--- src/rtl/wb_pkg.sv ---
// Shared widths, FSM state encoding and register-file typedefs for the write-back stage.
package wb_pkg;

  localparam int WB_DW = 8;
  localparam int WB_AW = 3;

  typedef enum logic [1:0] {
    IDLE,
    WAIT,
    HOLD
  } wb_state_t;

  typedef logic [WB_AW-1:0] reg_addr_t;
  typedef logic [WB_DW-1:0] reg_data_t;

endpackage

--- src/rtl/wb_hazard.sv ---
// Combinational load-use / write-cycle hazard detect; zero latency, drives stall back to decode.
// WB_BYPASS_EN adds forwarding enables and drops the write-cycle stall.
module wb_hazard
  import wb_pkg::*;
#(
  parameter int AW = WB_AW
) (
  input  wb_state_t       state,
  input  logic [AW-1:0]   ld_dst_q,
  input  logic            wr_en,
  input  logic [AW-1:0]   wr_addr,
  input  logic [AW-1:0]   rd_addrA,
  input  logic [AW-1:0]   rd_addrB,
`ifdef WB_BYPASS_EN
  output logic            fwdA_en,
  output logic            fwdB_en,
`endif
  output logic            stall
);

  logic load_use;
  logic wr_hit_a;
  logic wr_hit_b;

  assign load_use = ((state == WAIT) && ((rd_addrA == ld_dst_q) || (rd_addrB == ld_dst_q)))
                  || (state == HOLD);
  assign wr_hit_a = wr_en && (wr_addr == rd_addrA);
  assign wr_hit_b = wr_en && (wr_addr == rd_addrB);

`ifdef WB_BYPASS_EN
  assign fwdA_en = wr_hit_a;
  assign fwdB_en = wr_hit_b;
  assign stall   = load_use;
`else
  // Register file reads are combinational and return the old value in the write cycle.
  assign stall   = load_use || wr_hit_a || wr_hit_b;
`endif

endmodule

--- src/rtl/wb_stage.sv ---
// Write-back arbiter of ALU results and one outstanding load; write port registered, 1 cycle after winner.
// ALU always wins the port, a colliding load is held; stall to decode is combinational (WB_BYPASS_EN adds fwd enables).
module wb_stage
  import wb_pkg::*;
#(
  parameter int DW = WB_DW,
  parameter int AW = WB_AW
) (
  input  logic          clk,
  input  logic          rst_n,
  input  logic          alu_valid,
  input  logic [AW-1:0] alu_dst,
  input  logic [DW-1:0] alu_data,
  input  logic          ld_req,
  input  logic [AW-1:0] ld_dst,
  input  logic          mem_rvalid,
  input  logic [DW-1:0] mem_rdata,
  input  logic [AW-1:0] rd_addrA,
  input  logic [AW-1:0] rd_addrB,
  output logic          wr_en,
  output logic [AW-1:0] wr_addr,
  output logic [DW-1:0] wr_data,
  output logic          stall,
  output logic          ld_busy,
`ifdef WB_BYPASS_EN
  output logic          fwdA_en,
  output logic          fwdB_en,
`endif
  output logic          protocol_err
);

  wb_state_t     state, state_n;
  logic [AW-1:0] ld_dst_q, ld_dst_n;
  logic [DW-1:0] hold_q, hold_n;
  logic          kill_q, kill_n;
  logic          wr_en_n;
  logic [AW-1:0] wr_addr_n;
  logic [DW-1:0] wr_data_n;
  logic          err_n;
  logic          alu_waw;

  assign alu_waw = alu_valid && (alu_dst == ld_dst_q);

  always_ff @(posedge clk or negedge rst_n) begin
    if (!rst_n) begin
      state        <= IDLE;
      ld_dst_q     <= '0;
      hold_q       <= '0;
      kill_q       <= 1'b0;
      wr_en        <= 1'b0;
      wr_addr      <= '0;
      wr_data      <= '0;
      ld_busy      <= 1'b0;
      protocol_err <= 1'b0;
    end else begin
      state        <= state_n;
      ld_dst_q     <= ld_dst_n;
      hold_q       <= hold_n;
      kill_q       <= kill_n;
      wr_en        <= wr_en_n;
      wr_addr      <= wr_addr_n;
      wr_data      <= wr_data_n;
      ld_busy      <= (state_n != IDLE);
      protocol_err <= err_n;
    end
  end

  always_comb begin
    state_n   = state;
    ld_dst_n  = ld_dst_q;
    hold_n    = hold_q;
    kill_n    = kill_q;
    wr_en_n   = 1'b0;
    wr_addr_n = wr_addr;
    wr_data_n = wr_data;
    err_n     = 1'b0;

    // The ALU owns the write port whenever it has a result.
    if (alu_valid) begin
      wr_en_n   = 1'b1;
      wr_addr_n = alu_dst;
      wr_data_n = alu_data;
    end

    case (state)
      IDLE: begin
        if (mem_rvalid) err_n = 1'b1;
        if (ld_req) begin
          ld_dst_n = ld_dst;
          kill_n   = 1'b0;
          state_n  = WAIT;
        end
      end
      WAIT: begin
        if (ld_req) err_n = 1'b1;
        if (alu_waw) kill_n = 1'b1;
        if (mem_rvalid) begin
          if (alu_valid) begin
            hold_n  = mem_rdata;
            state_n = HOLD;
          end else begin
            state_n = IDLE;
            if (!kill_q) begin
              wr_en_n   = 1'b1;
              wr_addr_n = ld_dst_q;
              wr_data_n = mem_rdata;
            end
          end
        end
      end
      HOLD: begin
        if (ld_req || mem_rvalid) err_n = 1'b1;
        if (alu_waw) kill_n = 1'b1;
        if (!alu_valid) begin
          state_n = IDLE;
          if (!kill_q) begin
            wr_en_n   = 1'b1;
            wr_addr_n = ld_dst_q;
            wr_data_n = hold_q;
          end
        end
      end
      default: state_n = IDLE;
    endcase
  end

  wb_hazard #(.AW(AW)) u_hazard (
    .state    (state),
    .ld_dst_q (ld_dst_q),
    .wr_en    (wr_en),
    .wr_addr  (wr_addr),
    .rd_addrA (rd_addrA),
    .rd_addrB (rd_addrB),
`ifdef WB_BYPASS_EN
    .fwdA_en  (fwdA_en),
    .fwdB_en  (fwdB_en),
`endif
    .stall    (stall)
  );

endmodule
--- config.mk ---
export PLATFORM = sky130hd
export DESIGN_NAME = wb_stage
export DESIGN_NICKNAME = d
export VERILOG_FILES = /design/src/rtl/wb_pkg.sv /design/src/rtl/wb_hazard.sv /design/src/rtl/wb_stage.sv
export SDC_FILE = /design/constraint.sdc
export NUM_CORES = 1
export LEC_CHECK = 0
export ABC_AREA = 1
export CAP_MARGIN = 15
export CORE_ASPECT_RATIO = 1.2
export CORE_MARGIN = 1.5
export CORE_UTILIZATION = 53
export DETAILED_ROUTE_END_ITERATION = 8
export GPL_TIMING_DRIVEN = 0
export PLACE_DENSITY = 0.86
export SLEW_MARGIN = 0
export SYNTH_ARGS = -nofsm -noshare
export SYNTH_HDL_FRONTEND = slang
export SYNTH_SLANG_ARGS = --single-unit
--- constraint.sdc ---
create_clock -name clk -period 4.4 [get_ports clk]
set_input_delay 0.66 -clock clk [delete_from_list [all_inputs] [get_ports clk]]
set_output_delay 0.66 -clock clk [all_outputs]
set_load 0.02 [all_outputs]
[Word level (Yosys, flattened, before mapping)]
Index checks and enable logic that the tools add are counted.
Storage, ports and cells
  bits in registers: 28
  output and inout bits: 15
  word-level logic and storage cells: 63
Operators by class
  mux-type cells: 29
  reduce and logical (&&, ||, !) cells: 16
  equal/unequal tests: 9
Operators by type and width (count)
  8-bit two-way mux: 6
  8-bit case mux with 2 select lines: 1
  3-bit == test: 5
  3-bit two-way mux: 4
  1-bit two-way mux: 9
  2-bit two-way mux: 4
  2-bit case mux with 3 select lines: 1
  3-bit case mux with 2 select lines: 1
  3-bit AND reduction: 2
  1-bit logical OR: 5
  1-bit logical AND: 4
  1-bit case mux with 2 select lines: 2
  2-bit nonzero test: 2
  1-bit case mux with 3 select lines: 1
  2-bit by 1-bit == test with 1-bit output (second input constant): 1
  2-bit == test (second input constant): 1
  2-bit zero test: 1
  2-bit by 1-bit inequality test with 1-bit output (second input constant): 1
  2-bit inequality test (second input constant): 1
  2-bit AND reduction: 1
  2-bit OR reduction: 1

[Depth between registers and ports, before layout]
Gate-level depths: netlist (run 1).
  word-level depth: 6
  gate-level depth with buffers: 8

[Cells and area by module]
Synthesis (run 1) repeated with hierarchy kept, for this count alone.
Second synthesis, totals
  cells, all modules: 256
  area, all modules: 1767.9 um^2
By module, submodules not included
  wb_stage: instances 1, area each 1571.5 um^2, cells each 217, seq. area each 700.7 um^2
  wb_hazard: instances 1, area each 196.4 um^2, cells each 39, seq. area each 0.0 um^2

[Least setup slack after synthesis (run 1)]
Ideal clock, no wire load.
  path kind: in2out
  from: in rd_addrA[1]
  to: out stall
  slack: 2.582 ns
  stages: 7
  data required time: 3.740 ns
  arrival: 1.158 ns
  path buffers: 0
  cells stage by stage: inv_1 nand2_1 nand2_1 nand3_1 nand2_1 nand2_1 nand3_1
On the way
  longest elaborated chain between the ends: 6
  elaborated cells between the ends (all ways): 8
  classes of those cells: 2 x eq/ne; 6 x reduce/logical
Ends and longest elaborated chain
  start, declared: line wb_stage.sv:18  | input logic [AW-1:0] rd_addrA,
  3-bit == test: line wb_hazard.sv:25  | assign load_use = ((state == WAIT) && ((rd_addrA == ld_dst_q) || (rd_addrB == ld_dst_q)))
  1-bit logical OR: line wb_hazard.sv:25
  1-bit logical AND: line wb_hazard.sv:25
  1-bit logical OR: line wb_hazard.sv:26  | || (state == HOLD);
  1-bit logical OR (*) (2 in series): line wb_hazard.sv:36  | assign stall = load_use || wr_hit_a || wr_hit_b;
  end, declared: line wb_stage.sv:23  | output logic stall,
Mark *: on every way between the ends. The rest lies on a longest branch, timed or not.

[Worst setup path after layout (run 1)]
  from: in rd_addrA[2]
  to: out stall
Same word-level chain as after synthesis.

==> results.sh, run 1 <==
export IMPL_status="finished, final reports clean"
export IMPL_grt_usage_pct=24.8
export IMPL_slew_viol_final=0
export IMPL_startpoint_type="input port"
export IMPL_synth_top_area_share_pct=37.8
export IMPL_remaining_drc_errors=0
export IMPL_portBuffers=47
export IMPL_min_delay_path_depth=2
export IMPL_hold_class="reg -> reg"
export IMPL_synth_most_common_cell="nand2_1"
export IMPL_drive_above_1_share_pct=16.2
export IMPL_period_needed_ps=2860
export IMPL_ctsResizeCount=0
export IMPL_wirelength_um=4350
export IMPL_synth_area_leaders="dfrtp_1 38%, nand2_1 17%, inv_1 7.9%, o211ai_2 6.8%, nand3_1 5.1%"
export IMPL_clk_pin_slew_ps=100
export IMPL_grt_pass1_vias=1663
export IMPL_antenna_found_initial=0
export IMPL_synth_common_cells="84 x nand2_1, 39 x inv_1, 28 x dfrtp_1"
export IMPL_wl_per_cell_um=12.8
export IMPL_drt_first_pass_iters=4
export IMPL_synth_seq_area_share_pct=37.8
export IMPL_rsz0062_at_grt="no"
export IMPL_leakage_nw=1.28
export IMPL_synth_edf_count=0
export IMPL_critPathKind="in -> out"
export IMPL_gp_congestion=0.872
export IMPL_tightestPinTransition_ps=700
export IMPL_slew_headroom_pct=53.2
export IMPL_finalCritPeriodShare_pct=65.1
export IMPL_ant_nets=0
export IMPL_final_hold_viol_count=0
export IMPL_htreeDepth=1
export IMPL_grt_pass1_wl_um=7470
export IMPL_cts_inserted_buffers=3
export IMPL_postSynth_asyncResetShare_pct=100
export IMPL_clockBufferDepth=2
export IMPL_clockRootBuffer="clkbuf_8"
export IMPL_diodes=0
export IMPL_areaGrowthSynthToFinish_pct=32.6
export IMPL_cp_max_fo=3
export IMPL_grt_max_degree=17
export IMPL_rows=23
export IMPL_synth_cell_types=25
export IMPL_timing_final_ws_setup_ps=1540
export IMPL_synth_area_leader_cell="dfrtp_1"
export IMPL_vias=1753
export IMPL_die_x_um=57.0
export IMPL_overflow=0
export IMPL_ios=48
export IMPL_hold_buffers=0
export IMPL_yosys_register_bits=28
export IMPL_fin_skew_ps=5.02
export IMPL_final_area_mm2=0.00245
export IMPL_postCtsSetupBuffers=0
export IMPL_die_area_mm2=0.00386
export IMPL_required_ps=3740
export IMPL_post_place_ws_ps=1540
export IMPL_final_fill_count=283
export IMPL_synth_nets=287
export IMPL_clock_latency_ps=280
export IMPL_power_density_mw_per_mm2=631
export IMPL_synthFlopType="dfrtp_1"
export IMPL_reg2reg_depth=7
export IMPL_fp_dieH_um=67.8
export IMPL_viasPerCell=5.17
export IMPL_initial_utilization_pct=55.5
export IMPL_cts_sinks=28
export IMPL_synthesis_area_mm2=0.00185
export IMPL_setup_viol=0
export IMPL_netlist_instances=250
export IMPL_drt_iter0_markers=79
export IMPL_yosys_warnings=0
export IMPL_synth_avg_cell_area_um2=7.41
export IMPL_final_nets=340
export IMPL_dp_hpwl_um=3240
export IMPL_cap_violations=0
export IMPL_placed_cell_area_mm2=0.00238
export IMPL_fmax_ghz=0.349
export IMPL_crit_arrival_ps=2200
export IMPL_worst_hold_slack_ps=490
export IMPL_vdd_drop_max_mv=0.515
export IMPL_final_setup_tns_ps=0
export IMPL_cts_tree="built"
export IMPL_coreArea_mm2=0.00334
export IMPL_total_power_mw=1.55
export IMPL_end_kind="output port"
[worst paths after layout]
kind | from | endpoint | slack (ps)
worst max-delay path | rd_addrA[2] | stall | 1540
worst min-delay path | hold_q[4] | hold_q[4] | 490
worst max register to register | state[1] | wr_data[6] | 2800
worst min register to register | hold_q[4] | hold_q[4] | 490
max in group asynchronous | rst_n | wr_en | 3060
min in group asynchronous | rst_n | hold_q[4] | 790
[state kept, by name, summed over array words and instances, names as in the netlist]
register	flops
hold_q	8
state	2
ld_busy	1
ld_dst_q	3
wr_addr	3
wr_en	1
protocol_err	1
kill_q	1
wr_data	8
[power breakdown]
part           internal (mW)  leakage [nW]  switching [mW]
combinational          0.367         0.902           0.482
clock                  0.122        0.0357          0.0833
sequential             0.386         0.342           0.109
[metrics by stage]
step | util [%] | cells
3_5_place_dp | 71.4 | 335
4_1_cts | 73.5 | 339
2_1_floorplan | - | 250
3_3_place_gp | 71.0 | 334
5_1_grt | 73.5 | 339
6_report | 73.5 | 339
[worst max-delay path: stages]
cell             delay [ps]
clkdlybuf4s50_1         450
inv_1                    90
nand2_1                  60
nand2_1                  60
nand3_1                  70
nand2_1                  70
nand2_1                  50
nand3_1                  90
clkdlybuf4s50_1         600
[area by class of cell]
| type | instances | area (µm²) | share of cell area (%) |
|---|---|---|---|
| flip-flops and latches | 28 | 701 | 28.5 |
| clock buffers | 3 | 41.3 | 1.68 |
| repair buffers | 48 | 485 | 19.8 |
| well taps | 37 | 46.3 | 1.89 |
| clock inverters | 1 | 30.0 | 1.22 |
| multi-input cells | 173 | 937 | 38.2 |
| plain buffers | 8 | 60.1 | 2.45 |
| inverters | 41 | 154 | 6.27 |
[cells by family after synthesis]
logic type | share of synthesized area [%]
compound gates | 17.4
xor+xnor | 0.473
fa+ha+maj | 2.70
buf+inv | 11.6
flops | 37.8
simple gates | 30.0
[cell usage in the layout (no fill, tap or decap), types with 9 or more instances in the layout]
| cell type | n |
|---|---|
| dfrtp_1 | 28 |
| inv_1 | 39 |
| nand2_1 | 84 |
| nand2_2 | 12 |
| nor2_1 | 9 |
| o211ai_2 | 10 |
| o21ai_1 | 9 |
| nand3_1 | 19 |
| clkdlybuf4s50_1 | 47 |
| o21ai_2 | 9 |
[per-layer routing]
metal | GRT usage, % | vias to the layer above | wire (µm)
met1 | 32.0 | 804 | 1840
met5 | 0 | - | 0
met3 | 2.30 | 8 | 157
met2 | 43.1 | 51 | 2270
li1 | - | 890 | -
met4 | 9.30 | 0 | 89
Note: power is estimated with default switching activity, not from simulation.
==> inputs of run 2 (changes only) <==
--- a/config.mk
+++ b/config.mk
@@ -9,10 +9,10 @@
 export CAP_MARGIN = 15
 export CORE_ASPECT_RATIO = 1.2
 export CORE_MARGIN = 1.5
-export CORE_UTILIZATION = 53
+export CORE_UTILIZATION = 49
 export DETAILED_ROUTE_END_ITERATION = 8
 export GPL_TIMING_DRIVEN = 0
-export PLACE_DENSITY = 0.86
+export PLACE_DENSITY = 0.8
 export SLEW_MARGIN = 0
 export SYNTH_ARGS = -nofsm -noshare
 export SYNTH_HDL_FRONTEND = slang
==> constraint.sdc (replaced) <==
create_clock -name clk -period 2.8 [get_ports clk]
set_input_delay 0.42 -clock clk [delete_from_list [all_inputs] [get_ports clk]]
set_output_delay 0.42 -clock clk [all_outputs]
set_load 0.02 [all_outputs]
==> run 2 against run 1 <==
Die area increased by 7.8%. Via count is 1.1% lower. Combinational power grew 57%. Final area hardly changed. Global-route usage shrank 2.7 points. Register-to-register slack lost 1600 ps. Largest cell class unchanged.
==> results.sh, run 2 (synthesized netlist as in run 1, its figures left out) <==
export IMPL_status="finished, final reports clean"
export IMPL_cap_violations=0
export IMPL_die_area_mm2=0.00416
export IMPL_place_inst=350
export IMPL_portBuffers=47
export IMPL_critPathKind="in -> out"
export IMPL_critPathSlowestCell="clkdlybuf4s50_1"
export IMPL_ios=48
export IMPL_crit_family="buffers and inverters"
export IMPL_areaGrowthSynthToFinish_pct=32.6
export IMPL_period_needed_ps=2360
export IMPL_ctsResizeCount=0
export IMPL_cp_common_cell="nand2_1"
export IMPL_fp_dieH_um=70.3
export IMPL_largestRegisters="hold_q: 8 flops, wr_data: 8 flops"
export IMPL_clock_latency_ps=270
export IMPL_final_cells=353
export IMPL_worst_path_buf_inv=3
export IMPL_diodes=0
export IMPL_postCtsSetupBuffers=0
export IMPL_hold_buffers=0
export IMPL_rsz0062_at_grt="no"
export IMPL_die_x_um=59.1
export IMPL_seqPwrFrac_pct=33.3
export IMPL_wl_per_cell_um=12.0
export IMPL_r2r_slack_ps=1200
export IMPL_final_common_cell="nand2_1"
export IMPL_grt_usage_pct=22.0
export IMPL_vias=1734
export IMPL_wirelength_um=4220
export IMPL_gp_congestion=0.841
export IMPL_drt_iter0_markers=102
export IMPL_drt_first_pass_iters=4
export IMPL_fin_skew_ps=5.83
export IMPL_fmax_ghz=0.424
export IMPL_dp_hpwl_um=3200
export IMPL_final_hold_viol_count=0
export IMPL_cp_max_fo=3
export IMPL_cts_sinks=28
export IMPL_setup_viol=0
export IMPL_antenna_found_initial=0
export IMPL_remaining_drc_errors=0
export IMPL_pwr_share_clk_pct=9.3
export IMPL_required_ps=2380
export IMPL_tightestPinTransition_ps=638
export IMPL_slew_viol_final=0
export IMPL_initial_utilization_pct=51.0
export IMPL_end_kind="output port"
export IMPL_drive_above_1_share_pct=15.9
export IMPL_vdd_drop_max_mv=0.583
export IMPL_intPower_mw=1.28
export IMPL_total_power_mw=2.33
export IMPL_viasPerCell=4.91
export IMPL_final_fill_count=322
export IMPL_comb_power_share_pct=57.3
export IMPL_crit_arrival_ps=1940
export IMPL_final_setup_tns_ps=0
export IMPL_startpoint_type="input port"
export IMPL_p_sw_mw=1.04
export IMPL_grt_pass1_wl_um=7130
export IMPL_layout_common_cells="84 x nand2_1, 47 x clkdlybuf4s50_1, 39 x inv_1"
export IMPL_crit_chain="clkdlybuf4s50_1 -> inv_1 -> nand2_1 -> nand2_1 -> nand3_1 -> nand2_1 -> nand2_1 -> nand3_1 -> clkdlybuf4s50_1"
export IMPL_rows=24
export IMPL_cts_inserted_buffers=3
export IMPL_coreArea_mm2=0.00363
export IMPL_final_nets=340
export IMPL_htreeDepth=1
export IMPL_clk_pin_slew_ps=90
export IMPL_leakage_nw=1.27
export IMPL_finalCritPeriodShare_pct=84.3
export IMPL_cpPeakStageDelay_ps=600
export IMPL_clockBufferDepth=2
export IMPL_overflow=0
export IMPL_worst_hold_slack_ps=491
export IMPL_swShare_pct=44.9
export IMPL_clockRootBuffer="clkbuf_8"
export IMPL_grt_max_degree=18
export IMPL_cts_tree="built"
export IMPL_hold_class="reg -> reg"
export IMPL_grt_pass1_vias=1652
export IMPL_power_density_mw_per_mm2=947
export IMPL_ant_nets=0
export IMPL_slew_headroom_pct=57.3
## run 2: cell count changes in the layout (fill, tap and decap cells not counted)
cell       previous run  this run
buf_16                0         1
bufinv_16             1         0
buf_8                 1         0
## run 2: final timing paths
kind / endpoint / from / cells after the start
min in group asynchronous: wr_addr[1] / rst_n / 1
worst max-delay path: stall / rd_addrB[0] / 9
max in group asynchronous: hold_q[2] / rst_n / 2
worst max register to register: wr_data[6] / state[1] / 7
worst min-delay path: hold_q[7] / hold_q[7] / 2
worst min register to register: hold_q[7] / hold_q[7] / 2
## run 2: worst reg2reg max path, stage by stage, from the launching register on
cell and delay [ps]:
dfrtp_1 390, inv_1 100, ha_1 380, a21boi_1 230
o21ai_2 100, buf_6 160, o211ai_2 80, nand2_2 50
## run 2: per-layer routing
layer | GRT usage (%) | share of wire (%) | up-vias
met5 | 0 | 0 | -
met4 | 8.84 | 1.9 | 0
met3 | 1.85 | 2.6 | 8
met2 | 37.5 | 50 | 45
met1 | 28.1 | 45 | 791
li1 | - | - | 890
## run 2: per-stage QoR
| step | setup WS [ps] | utilization, % | cell area, µm² |
|---|---|---|---|
| 3_3_place_gp | 453 | 65.7 | 2390 |
| 6_report | 439 | 67.6 | 2460 |
| 2_1_floorplan | 1360 | - | 1850 |
| 5_1_grt | 300 | 67.6 | 2460 |
| 4_1_cts | 444 | 67.6 | 2460 |
| 3_5_place_dp | 450 | 66.5 | 2410 |
## run 2: layout make-up
class                           instances  area, µm²  share of cell area [%]
Multi-Input combinational cell        173        937                    38.2
Sequential cell                        28        701                    28.5
Timing Repair Buffer                   48        498                    20.3
Inverter                               41        154                    6.27
Tap cell                               52       65.1                    2.65
Buffer                                  8       60.1                    2.45
Clock buffer                            3       41.3                    1.68
## run 2: power by group through the flow
stage	clock (mW)	sequential, mW	combinational (mW)
floorplan	0	0.874	0.760
global placement	0	0.774	1.30
detailed placement	0	0.780	1.33
CTS	0.219	0.773	1.34
global route	0.235	0.801	1.46
finish	0.217	0.775	1.33
==> inputs of run 3 (changes only) <==
==> constraint.sdc (replaced) <==
create_clock -name clk -period 2.3 [get_ports clk]
set_input_delay 0.345 -clock clk [delete_from_list [all_inputs] [get_ports clk]]
set_output_delay 0.345 -clock clk [all_outputs]
set_load 0.02 [all_outputs]
==> run 3 against run 2 <==
Combinational power up 22%. Hold slack worse by 29 ps. Critical path depth down 4.
==> results.sh, run 3 (synthesized netlist as in run 1, its figures left out) <==
export IMPL_tightestPinTransition_ps=638
export IMPL_final_util_pct=67.7
export IMPL_status="finished, final reports clean"
export IMPL_placed_cell_area_mm2=0.00241
export IMPL_overflow=0
export IMPL_crit_chain="inv_1 -> ha_1 -> nand2_1 -> nand3_1 -> dlymetal6s2s_1"
export IMPL_viasPerCell=4.88
export IMPL_initial_utilization_pct=51.0
export IMPL_drive_above_1_share_pct=15.9
export IMPL_cap_violations=0
export IMPL_reg2reg_to="wr_data[6]"
export IMPL_critPathKind="reg -> out"
export IMPL_grt_pass1_wl_um=7130
export IMPL_fin_skew_ps=5.63
export IMPL_cts_tree="built"
export IMPL_drt_iter0_markers=102
export IMPL_vias=1724
export IMPL_required_ps=1960
export IMPL_clockRootBuffer="clkbuf_8"
export IMPL_remaining_drc_errors=0
export IMPL_end_kind="output port"
export IMPL_reg2reg_depth=7
export IMPL_setup_viol=0
export IMPL_cts_sinks=28
export IMPL_final_common_cell="nand2_1"
export IMPL_post_place_ws_ps=100
export IMPL_critPathSlowestCell="dfrtp_1"
export IMPL_final_hold_viol_count=0
export IMPL_gp_congestion=0.841
export IMPL_final_fill_count=321
export IMPL_cpPeakStageDelay_ps=420
export IMPL_period_needed_ps=1860
export IMPL_drt_first_pass_iters=4
export IMPL_vdd_drop_max_mv=0.709
export IMPL_slew_viol_final=0
export IMPL_coreArea_mm2=0.00363
export IMPL_die_area_mm2=0.00416
export IMPL_final_setup_tns_ps=0
export IMPL_worst_hold_slack_ps=461
export IMPL_areaGrowthSynthToFinish_pct=32.8
export IMPL_ios=48
export IMPL_diodes=0
export IMPL_hold_class="in -> async"
export IMPL_startpoint_type="register"
export IMPL_dp_hpwl_um=3200
export IMPL_timing_final_ws_setup_ps=440
export IMPL_final_nets=340
export IMPL_clock_latency_ps=270
export IMPL_clockBufferDepth=2
export IMPL_postCtsSetupBuffers=0
export IMPL_ant_nets=0
export IMPL_final_area_mm2=0.00246
export IMPL_final_cells=353
export IMPL_antenna_found_initial=0
export IMPL_grt_usage_pct=22.0
export IMPL_power_density_mw_per_mm2=1150
export IMPL_rows=24
export IMPL_r2r_slack_ps=700
export IMPL_cts_inserted_buffers=3
export IMPL_grt_max_degree=18
export IMPL_finalCritPeriodShare_pct=80.9
export IMPL_fp_dieH_um=70.3
export IMPL_cp_max_fo=7
export IMPL_die_x_um=59.1
export IMPL_wirelength_um=4220
export IMPL_clk_pin_slew_ps=90
export IMPL_grt_pass1_vias=1652
export IMPL_crit_arrival_ps=1520
export IMPL_fmax_ghz=0.538
export IMPL_leakage_nw=1.29
export IMPL_worst_path_buf_inv=2
export IMPL_r2r_start="state[1]"
export IMPL_wl_per_cell_um=12.0
export IMPL_htreeDepth=1
export IMPL_place_inst=350
export IMPL_slew_headroom_pct=57.3
export IMPL_portBuffers=47
export IMPL_layout_common_cells="84 x nand2_1, 46 x clkdlybuf4s50_1, 39 x inv_1"
export IMPL_total_power_mw=2.83
export IMPL_crit_family="flip-flops"
export IMPL_rsz0062_at_grt="no"
export IMPL_largestRegisters="hold_q: 8 flops, wr_data: 8 flops"
==> run 3: what timing repair did <==
item / 4_1_cts / 5_1_grt
hold endpoints to repair: 0 / 0
hold buffers: 0 / 0
gates resized for setup: 0 / 1
endpoints found under the setup margin: 0 / 1
==> run 3: area by class of cell <==
type | instances | area [µm²] | share of cell area (%)
multi-input cells | 173 | 937 | 38.1
clock buffers | 3 | 41.3 | 1.68
well taps | 52 | 65.1 | 2.65
plain buffers | 8 | 60.1 | 2.44
repair buffers | 48 | 500 | 20.4
flip-flops and latches | 28 | 701 | 28.5
inverters | 41 | 154 | 6.26
==> run 3: power breakdown <==
part | total [mW] | switching, mW | internal (mW)
logic | 1.62 | 0.919 | 0.701
clock network | 0.264 | 0.146 | 0.118
registers | 0.944 | 0.206 | 0.738
==> run 3: worst max path at each step <==
stage,from,endpoint,cells past startpoint
2_1_floorplan,state[1],wr_addr[0],7
3_3_place_gp,rd_addrA[2],stall,8
3_5_place_dp,rd_addrB[0],stall,9
4_1_cts,ld_dst_q[0],stall,8
5_1_grt,rd_addrB[2],stall,9
6_report,state[1],stall,5
==> run 3: layer usage <==
metal | part of all wire [%] | vias to the layer above | track usage (%)
met4 | 1.9 | 0 | 8.84
met3 | 2.4 | 8 | 1.85
met2 | 50 | 43 | 37.5
met5 | 0 | - | 0
li1 | - | 889 | -
met1 | 45 | 784 | 28.1
